### config.mk
export PLATFORM = sky130hd
export DESIGN_NAME = serial_rx_fifo
export DESIGN_NICKNAME = d
export VERILOG_FILES = /design/src/rtl/serial_rx_fifo.sv
export SDC_FILE = /design/constraint.sdc
export NUM_CORES = 1
export LEC_CHECK = 0
export ABC_AREA = 0
export CORE_MARGIN = 1
export CORE_UTILIZATION = 52
export CTS_BUF_LIST = sky130_fd_sc_hd__clkbuf_8
export DETAILED_ROUTE_END_ITERATION = 10
export PLACE_DENSITY = 0.81
export SLEW_MARGIN = 40
export SYNTH_ARGS = -nofsm -noshare
export SYNTH_HDL_FRONTEND = slang
export SYNTH_SLANG_ARGS = --single-unit
### constraint.sdc
create_clock -name clk_i -period 2.4 [get_ports clk_i]
set_input_delay 0.6 -clock clk_i [delete_from_list [all_inputs] [get_ports clk_i]]
set_output_delay 0.6 -clock clk_i [all_outputs]
set_load 0.01 [all_outputs]
### src/rtl/serial_rx_fifo.sv
// serial_rx_fifo: filtered three-wire serial receiver with show-ahead FIFO.
// Ports: clk_i/reset_ni clock and async low reset; en_i/scl_i/sda_i async
//   serial link; data_o/valid_o/ready_i head-word handshake; level_o fill
//   count; frame_err_o abort pulse; overrun_o sticky drop flag, clr_i clears.
module serial_rx_fifo #(
    parameter int DATA_WIDTH = 8,
    parameter int FILT_LEN   = 3,
    parameter int FIFO_DEPTH = 4,
    parameter bit MSB_FIRST  = 1'b1
) (
    input  logic                          clk_i,
    input  logic                          reset_ni,
    input  logic                          en_i,
    input  logic                          scl_i,
    input  logic                          sda_i,
    output logic [DATA_WIDTH-1:0]         data_o,
    output logic                          valid_o,
    input  logic                          ready_i,
    output logic [$clog2(FIFO_DEPTH):0]   level_o,
    output logic                          frame_err_o,
    output logic                          overrun_o,
    input  logic                          clr_i
);

    localparam int AW = $clog2(FIFO_DEPTH);
    localparam int PW = AW + 1;
    localparam int CW = $clog2(DATA_WIDTH);
    localparam logic [CW-1:0] LAST = CW'(DATA_WIDTH - 1);

    localparam int SDA = 0;
    localparam int SCL = 1;
    localparam int EN  = 2;

    logic [2:0]          raw;
    logic [FILT_LEN-1:0] samp [3];
    logic [2:0]          s_q;
    logic                d_en;
    logic                d_scl;

    assign raw = {en_i, scl_i, sda_i};

    // The sample shift register doubles as the synchroniser; s_q only
    // moves once the whole window agrees, so short pulses never reach it.
    always_ff @(posedge clk_i or negedge reset_ni) begin
        if (!reset_ni) begin
            for (int g = 0; g < 3; g++) begin
                samp[g] <= '0;
            end
            s_q   <= '0;
            d_en  <= 1'b0;
            d_scl <= 1'b0;
        end else begin
            for (int g = 0; g < 3; g++) begin
                samp[g] <= {samp[g][FILT_LEN-2:0], raw[g]};
                if (&samp[g]) begin
                    s_q[g] <= 1'b1;
                end else if (~|samp[g]) begin
                    s_q[g] <= 1'b0;
                end
            end
            d_en  <= s_q[EN];
            d_scl <= s_q[SCL];
        end
    end

    logic                  bit_acc;
    logic                  en_fall;
    logic                  push;
    logic [CW-1:0]         cnt;
    logic [DATA_WIDTH-1:0] shreg;
    logic [DATA_WIDTH-1:0] word_nx;

    // Requiring both s and d of enable high masks an scl rise that lands
    // on the enable-fall cycle.
    assign bit_acc = s_q[SCL] & ~d_scl & s_q[EN] & d_en;
    assign en_fall = ~s_q[EN] & d_en;
    assign push    = bit_acc & (cnt == LAST);

    always_comb begin
        word_nx = shreg;
        if (MSB_FIRST) begin
            word_nx = {shreg[DATA_WIDTH-2:0], s_q[SDA]};
        end else begin
            word_nx = {s_q[SDA], shreg[DATA_WIDTH-1:1]};
        end
    end

    always_ff @(posedge clk_i or negedge reset_ni) begin
        if (!reset_ni) begin
            cnt         <= '0;
            shreg       <= '0;
            frame_err_o <= 1'b0;
        end else begin
            frame_err_o <= 1'b0;
            if (en_fall) begin
                cnt         <= '0;
                shreg       <= '0;
                frame_err_o <= (cnt != '0);
            end else if (bit_acc) begin
                shreg <= word_nx;
                cnt   <= push ? '0 : cnt + CW'(1);
            end
        end
    end

    logic [DATA_WIDTH-1:0] mem [FIFO_DEPTH];
    logic [PW-1:0]         wptr;
    logic [PW-1:0]         rptr;
    logic                  empty;
    logic                  full;
    logic                  pop;
    logic                  wr;
    logic                  drop;

    assign empty = (wptr == rptr);
    assign full  = (wptr[AW] != rptr[AW]) &&
                   (wptr[AW-1:0] == rptr[AW-1:0]);
    assign pop   = ~empty & ready_i;
    // A pop frees the slot the same edge, so a full FIFO can still accept.
    assign wr    = push & (~full | pop);
    assign drop  = push & full & ~pop;

    always_ff @(posedge clk_i or negedge reset_ni) begin
        if (!reset_ni) begin
            for (int i = 0; i < FIFO_DEPTH; i++) begin
                mem[i] <= '0;
            end
            wptr      <= '0;
            rptr      <= '0;
            overrun_o <= 1'b0;
        end else begin
            if (wr) begin
                mem[wptr[AW-1:0]] <= word_nx;
                wptr              <= wptr + PW'(1);
            end
            if (pop) begin
                rptr <= rptr + PW'(1);
            end
            if (drop) begin
                overrun_o <= 1'b1;
            end else if (clr_i) begin
                overrun_o <= 1'b0;
            end
        end
    end

    assign data_o  = mem[rptr[AW-1:0]];
    assign valid_o = ~empty;
    assign level_o = wptr - rptr;

endmodule

==> results.txt, run 1 <==
* Avg Synthesized Cell Area: approximately 15 sq um
- Largest net degree at the start of global routing: 65
- Top library cells by usage in the layout, fill and taps aside: 64 x dfrtp_1, 35 x mux2_2, 14 x inv_1
- Class of the tightest hold or removal check: in -> async
- Hold repair after CTS inserted 0 buffers.
* Worst skew pair latency: about 0.34 ns
- The final layout contains routed wiring with a total length of between 4000 and 5000 um.
- Crit path cell chain: buf_12 > mux4_2 > dlygate4sd2_1
* Vias in the first global route: roughly 1600
* Classification of the worst setup path: reg -> out
- Final layout net count: 242
- Synthesis handed over a netlist of 182 instances.
- Main area contributors after synthesis: dfrtp_1 57%, mux2_2 14%, mux4_2 6.4%
* Number of buffers between clock root and the deepest sink: 2
- The first detailed-routing pass ran for 4 iterations.
* Std cell rows: 26
* RR Startpoint: wptr[1]$_DFFE_PN0P_
- VDD IR-drop max: ~480 uV
* Die Area: ~0.0057 sq mm
- Hold Slack: roughly 0.25 ns
- Placeable core region: just over 0.005 sq mm
- The worst register-to-register path ends at mem[24]$_DFFE_PN0P_.
- The floorplan step set the die width to ~75 um.
- Proportion of netlist area held by the largest area contributor: a little under three fifths
- For this run the aggregate overflow at the end of global routing stands at 0.
- The kind of cell with the highest combined delay along the critical path is multiplexers.
- Average detailed-routed wire length per instance: 16.3 um
- The smallest clock period supported by the final layout is computed as 2.35 ns.
- After synthesis, the netlist uses 30 different library cells.
* Placement Setup Slack: approximately 0.014 ns
- The number of cells on the worst reg-to-reg path is 5.
- First-pass GRT wire length: slightly below 8000 um
- Sum of net half-perimeters after detailed placement: 3110 um
- Max-slew headroom at the worst pin: between 40% and 50%
- Most frequent standard cell in the layout excluding fill and tap cells: dfrtp_1
* Remaining number of nets flagged by the antenna check after routing: 0
- Synthesized net count: 200
- Summing all non-filler instances in the final layout gives an area of approximately 0.0035 sq mm.
* Post-route non-filler standard cell count: 299
- Arrival time of data at the critical path endpoint: approximately 1.8 ns
- Post-layout power: roughly 3 mW
- Across the run, the number of max-cap violations was 0.
- Area growth, synth to finish: 23.7%
- Fill cells in the final layout number ~390.
- For this design, the slowest cell found on the critical path is mux4_2.
- Cell type with the largest total area after synthesis: dfrtp_1
- Worst Setup End Kind: primary output
- The clock drives 64 sinks.
- Final count of pins violating max slew: 0
* Register area share after synthesis: between 50% and 60%
* Clock-pin slew on the worst setup and hold paths: around 0.070 ns
- Via density per instance: 5.31
- Yosys printed 0 warnings.
- DR DRC count: 0
- Buf/Inv on CP: 2
- In this run the static leakage power is approximately 1.6 nW.
- Origin of the worst setup path: rptr[0]$_DFFE_PN0P_
- Detailed routing inserted a total of about 1600 vias.
- Number of antenna violations at the first check in global routing: 0
- Htree depth: 3
- The mapped netlist covers approximately 0.0028 sq mm.
- Placed cell area: 0.00319 sq mm
- Fin crit share: 98.0%
- Across the routed clock network, the largest skew measured is approximately 0.009 ns.
- Global-route total usage across every layer: a little under 20%
- Routability-driven placement finished with a final weighted congestion of 0.801.
* Die boundary height: around 75 um
* Antenna diodes: 0
- The final hold violation count was 0.
* Slowest stage delay, CP: about 0.49 ns
* Power density relative to cell area: about 850 mW/mm^2
* Buffers added on ports: 20
- Clock tree from TritonCTS: done
- In the final layout, the share of cells above drive strength 1 is a little under two fifths.
- Cell total after placement: 280
- Setup violations remaining at the end of the flow were counted as 0.
- Top-level port count: 21
* Total clock buffers created by CTS: 9
* Top fanout value on the critical path: 10
- STA puts the critical path data required time at roughly 1.8 ns.
- Run status: finished clean
- Synthesized flop and latch total: 64
- Setup slack on the worst reg-to-reg path comes out at approximately 0.35 ns.
* Detailed Route Iter0 Violations: 105
* Starting density of the core: 54.5%
* Root Buffer Master: clkbuf_8
* Peak clock frequency supported by timing: 0.425 GHz
- Slew at the pin closest to its max-slew limit: slightly below 0.8 ns
* Final setup slack of the worst path: 0.0479 ns
- STA classifies the critical path startpoint as a register.
logic make-up after synthesis:
| group | count (synthesis) | synth area share (%) |
|---|---|---|
| adder cells (fa/ha/maj) | 11 | 5.18 |
| AND/OR/NAND/NOR | 14 | 3.44 |
| multiplexers | 43 | 20.5 |
| buffers and inverters | 17 | 2.59 |
| AO/OA/AOI/OAI | 27 | 8.58 |
| XOR/XNOR | 6 | 2.55 |
| flip-flops | 64 | 57.2 |
flip-flops by register name (all words and copies together) (netlist names), 3 cells and up:
signal	cells
shreg	7
wptr	3
samp	9
s_q	3
cnt	3
mem	32
rptr	3
per-layer routing:
metal	track usage, %	up-vias	wire length (um)
met1	25.3	796	2200
met4	12.8	0	84
met2	31.0	36	2420
met3	4.37	10	169
li1	-	745	-
met5	0	-	0
synthesized netlist by cell type (all sizes together):
| library cell | instances |
|---|---|
| a22o | 9 |
| or2 | 1 |
| o21ai | 9 |
| nand2 | 5 |
| dfrtp | 64 |
| nor2 | 1 |
| and3 | 1 |
| xnor2 | 3 |
| fa | 1 |
| a21oi | 3 |
| ha | 10 |
| mux2 | 35 |
| and3b | 1 |
| nand4 | 1 |
| xor2 | 3 |
| a211oi | 4 |
| buf | 2 |
| o211ai | 1 |
| nor2b | 1 |
| and4b | 1 |
| nand4b | 1 |
| inv | 13 |
| clkbuf | 2 |
| nand2b | 1 |
| a211o | 1 |
| mux4 | 8 |
repair_timing:
| action | CTS | global route |
|---|---|---|
| resized for setup | 15 | 9 |
| setup endpoints to repair | 11 | 3 |
| buffers inserted | 1 | 2 |
where the power goes:
| part | switching, mW | internal (mW) |
|---|---|---|
| sequential | 0.0856 | 1.15 |
| clock | 0.389 | 0.663 |
| combinational | 0.333 | 0.322 |
| total | 0.808 | 2.14 |
area by class of cell:
cell class / count / area (sq um) / share of cell area, %
Clock buffer: 12 / 165 / 4.77
Tap cell: 70 / 87.6 / 2.53
Timing Repair Buffer: 35 / 353 / 10.2
Sequential cell: 64 / 1600 / 46.2
Clock inverter: 4 / 67.6 / 1.95
Multi-Input combinational cell: 101 / 1140 / 33.0
Inverter: 13 / 48.8 / 1.41
through the flow:
stage	util [%]	setup TNS (ns)
finish	67.4	0
global route	67.4	-0.0408
CTS	66.7	-0.0308
detailed placement	62.0	0
global placement	62.0	0
floorplan	-	0
how the worst max path moves through the flow:
stage,slack [ns],end,cells after the start
6_report,0.05,data_o[6],3
5_1_grt,-0.01,data_o[6],3
4_1_cts,-0.03,level_o[1],5
3_5_place_dp,0.01,mem[24]$_DFFE_PN0P_,5
3_3_place_gp,0.02,mem[28]$_DFFE_PN0P_,5
2_1_floorplan,0.12,mem[0]$_DFFE_PN0P_,7
(Power assumes the default switching activity.)
==> run 2: changes to the inputs <==
--- a/config.mk
+++ b/config.mk
@@ -6,11 +6,12 @@
 export NUM_CORES = 1
 export LEC_CHECK = 0
 export ABC_AREA = 0
-export CORE_MARGIN = 1
+export CORE_MARGIN = 3
 export CORE_UTILIZATION = 52
 export CTS_BUF_LIST = sky130_fd_sc_hd__clkbuf_8
 export DETAILED_ROUTE_END_ITERATION = 10
-export PLACE_DENSITY = 0.81
+export HOLD_SLACK_MARGIN = 0.15
+export PLACE_DENSITY = 0.78
 export SLEW_MARGIN = 40
 export SYNTH_ARGS = -nofsm -noshare
 export SYNTH_HDL_FRONTEND = slang
==> constraint.sdc (replaced) <==
create_clock -name clk_i -period 2.5 [get_ports clk_i]
set_input_delay 0.625 -clock clk_i [delete_from_list [all_inputs] [get_ports clk_i]]
set_output_delay 0.625 -clock clk_i [all_outputs]
set_load 0.01 [all_outputs]
==> run 2 against run 1 <==
Non-clock buffer count down 2. Sequential power down 4%. Worst hold slack gained 0.067 ns. Die area rose by 11%. Via count increased by 2.7%. Wire length grew 6.7%. Clock skew shrank 0.0019 ns. Critical path depth rose by 2. Register-to-register slack better by 0.07 ns. Setup slack better by 0.050 ns. Sequential share of layout area is 0.73 points higher. Critical endpoint is now level_o[1].
==> results.txt, run 2 (synthesis gave the netlist of run 1 again) <==
- Total clock buffers created by CTS: 9 (unchanged)
- The number of global-route vias before repair was 1764 (was 1596).
- Placed cell area: 0.00317 sq mm (was 0.00319 sq mm)
- Buffers added on ports: 20 (unchanged)
- Final worst clock skew: 0.00723 ns (was 0.00911 ns)
- The transition time of the tightest slew-check pin is 0.777 ns (was 0.770 ns).
* Die Area: 0.00630 sq mm (was 0.00569 sq mm)
- Htree depth: 3 (unchanged)
- The number of cells on the worst reg-to-reg path came to 6 (was 5).
* Post-layout power: 2.80 mW (was 2.94 mW)
- Worst Setup End Kind: primary output (unchanged)
- The effective utilization at floorplan came to 54.2% (was 54.5%).
* Cts-stage hold buffer count: 0 (unchanged)
- The total overflow reported by the global router is 0 (unchanged).
* Antenna diodes: 0 (unchanged)
- DR DRC count: 0 (unchanged)
* Final setup viols: 0 (unchanged)
- Worst skew pair latency: 0.34 ns (about the same)
- Most frequent standard cell in the layout excluding fill and tap cells: dfrtp_1 (unchanged)
- The startpoint kind of the worst setup timing path is a register (unchanged).
- The overall global routing resource usage was 19.4% (was 19.8%).
- Average detailed-routed wire length per instance: 17.5 um (was 16.3 um)
* Number of buffers between clock root and the deepest sink: 2 (unchanged)
* Routability congestion estimate: 0.831 (was 0.801)
- The final instance area came to 0.00341 sq mm (was 0.00347 sq mm).
* Power density relative to cell area: 821 mW/mm^2 (was 849 mW/mm^2)
* RSZ-0062 raised after global routing: no
- Data required time at the worst endpoint: 1.88 ns (was 1.80 ns)
- Clock tree from TritonCTS: done (unchanged)
* Peak clock frequency supported by timing: about 0.42 GHz
- The number of flip-flops in the largest register was 32 (unchanged).
* Number of antenna violations at the first check in global routing: 0 (unchanged)
* Post-Route Utilization: 66.0% (was 67.4%)
- The register with the highest flop count is mem (unchanged).
- Fill cell instance count of the final layout: 364 (was 391)
* Sink Count: 64 (unchanged)
* Area growth, synth to finish: 21.8% (was 23.7%)
- The worst supply voltage drop on vdd was 442 uV (was 480 uV).
- The peak fanout along the critical path is 3 (was 10).
- The count of boundary I/O pins came to 21 (unchanged).
- Std cell rows: 26 (unchanged)
- Remaining number of nets flagged by the antenna check after routing: 0 (unchanged)
- The first-pass GRT wire length came to 8960 um (was 7730 um).
* Via density per instance: 5.49 (was 5.31)
- The setup total negative slack is 0 ns (unchanged).
* Max-cap viol count: 0 (unchanged)
* Placeable core region: 0.00517 sq mm (was 0.00514 sq mm)
* Final layout net count: 240 (was 242)
- The worst slack at placement came to 0.0406 ns (was 0.0137 ns).
- Time the worst path needs with I/O delays and setup: approximately 2.4 ns
- Horizontal die dimension: 79.4 um (was 75.4 um)
- The share of cells above drive strength 1 came to 36.6% (was 37.1%).
* Root Buffer Master: clkbuf_8 (unchanged)
- Post-route non-filler standard cell count: 297 (was 299)
- The violation count after the first detailed-routing iteration came to 76 (was 105).
- Largest net degree at the start of global routing: 38 (was 65)
- Leakage power of the design: 1.65 nW (was 1.64 nW)
- Final setup slack of the worst path: 0.0978 ns (was 0.0479 ns)
- The wire length after detailed routing was 5200 um (was 4870 um).
* Class of the tightest hold or removal check: in -> async (unchanged)
- Run status: finished clean (unchanged)
- Final count of pins violating max slew: 0 (unchanged)
- The post-placement cell count was 279 (was 280).
- The count of TritonRoute iterations in the first routing pass was 4 (unchanged).
- Final hold violation count: 0 (unchanged)
- The data arrival time of the worst path is 1.78 ns (was 1.75 ns).
- The half-perimeter wire length after detailed placement was 3560 um (was 3110 um).
- Total number of vias: 1630 (was 1587)
- Max-slew headroom at the worst pin: 47.9% (was 48.3%)
* Classification of the worst setup path: reg -> out (unchanged)
- The worst path uses 96.1% of the clock period.
* Die boundary height: 79.4 um (was 75.4 um)
* Clock-pin slew on the worst setup and hold paths: 0.07 ns (about the same)
- Leading registers by flop count: mem (32), samp (9), shreg (7) (unchanged).
- Hold Slack: 0.317 ns (was 0.250 ns)
- Top library cells by usage in the layout, fill and taps aside: 64 x dfrtp_1, 35 x mux2_2, 13 x inv_1 (was 64 x dfrtp_1, 35 x mux2_2, 14 x inv_1)
[run 2: path summary, 6_finish.rpt]
kind | end | start | slack [ns]
max | level_o[1] | wptr[0]$_DFFE_PN0P_ | 0.1
min | wptr[0]$_DFFE_PN0P_ | reset_ni | 0.32
max reg2reg | mem[7]$_DFFE_PN0P_ | wptr[0]$_DFFE_PN0P_ | 0.42
min reg2reg | samp[8]$_DFF_PN0_ | samp[7]$_DFF_PN0_ | 0.38
max in group asynchronous | shreg[4]$_DFFE_PN0P_ | reset_ni | 1.57
min in group clk_i | samp[8]$_DFF_PN0_ | samp[7]$_DFF_PN0_ | 0.38
[run 2: metal layers]
metal,vias to the layer above,track usage [%],wire length [um]
met5,-,0,0
met4,0,8.76,122
met3,10,4.74,300
met2,50,30.0,2500
met1,833,26.1,2270
li1,737,-,-
[run 2: report_power, final]
part / switching (mW) / internal, mW / total, mW
Clock: 0.395 / 0.614 / 1.01
Combinational: 0.319 / 0.287 / 0.606
Sequential: 0.0811 / 1.10 / 1.19
Total: 0.795 / 2.01 / 2.80
[run 2: final cells by class]
cell class	instances	area [sq um]	area share, %
multi-input cells	101	1130	33.0
clock buffers	11	151	4.44
clock inverters	5	78.8	2.31
flip-flops and latches	64	1600	46.9
repair buffers	33	317	9.28
inverters	13	48.8	1.43
well taps	70	87.6	2.57
[run 2: repair_timing]
item	4_1_cts	5_1_grt
cloned	0	0
gates resized for setup	13	3
setup buffers	2	0
setup endpoints to repair	11	2
pin swaps	1	0
[run 2: critical path: stages, from the launching register on]
cell and delay, ns:
dfrtp_1 0.35, inv_1 0.08, ha_1 0.22, fa_1 0.48, inv_1 0.03, dlygate4sd2_1 0.27
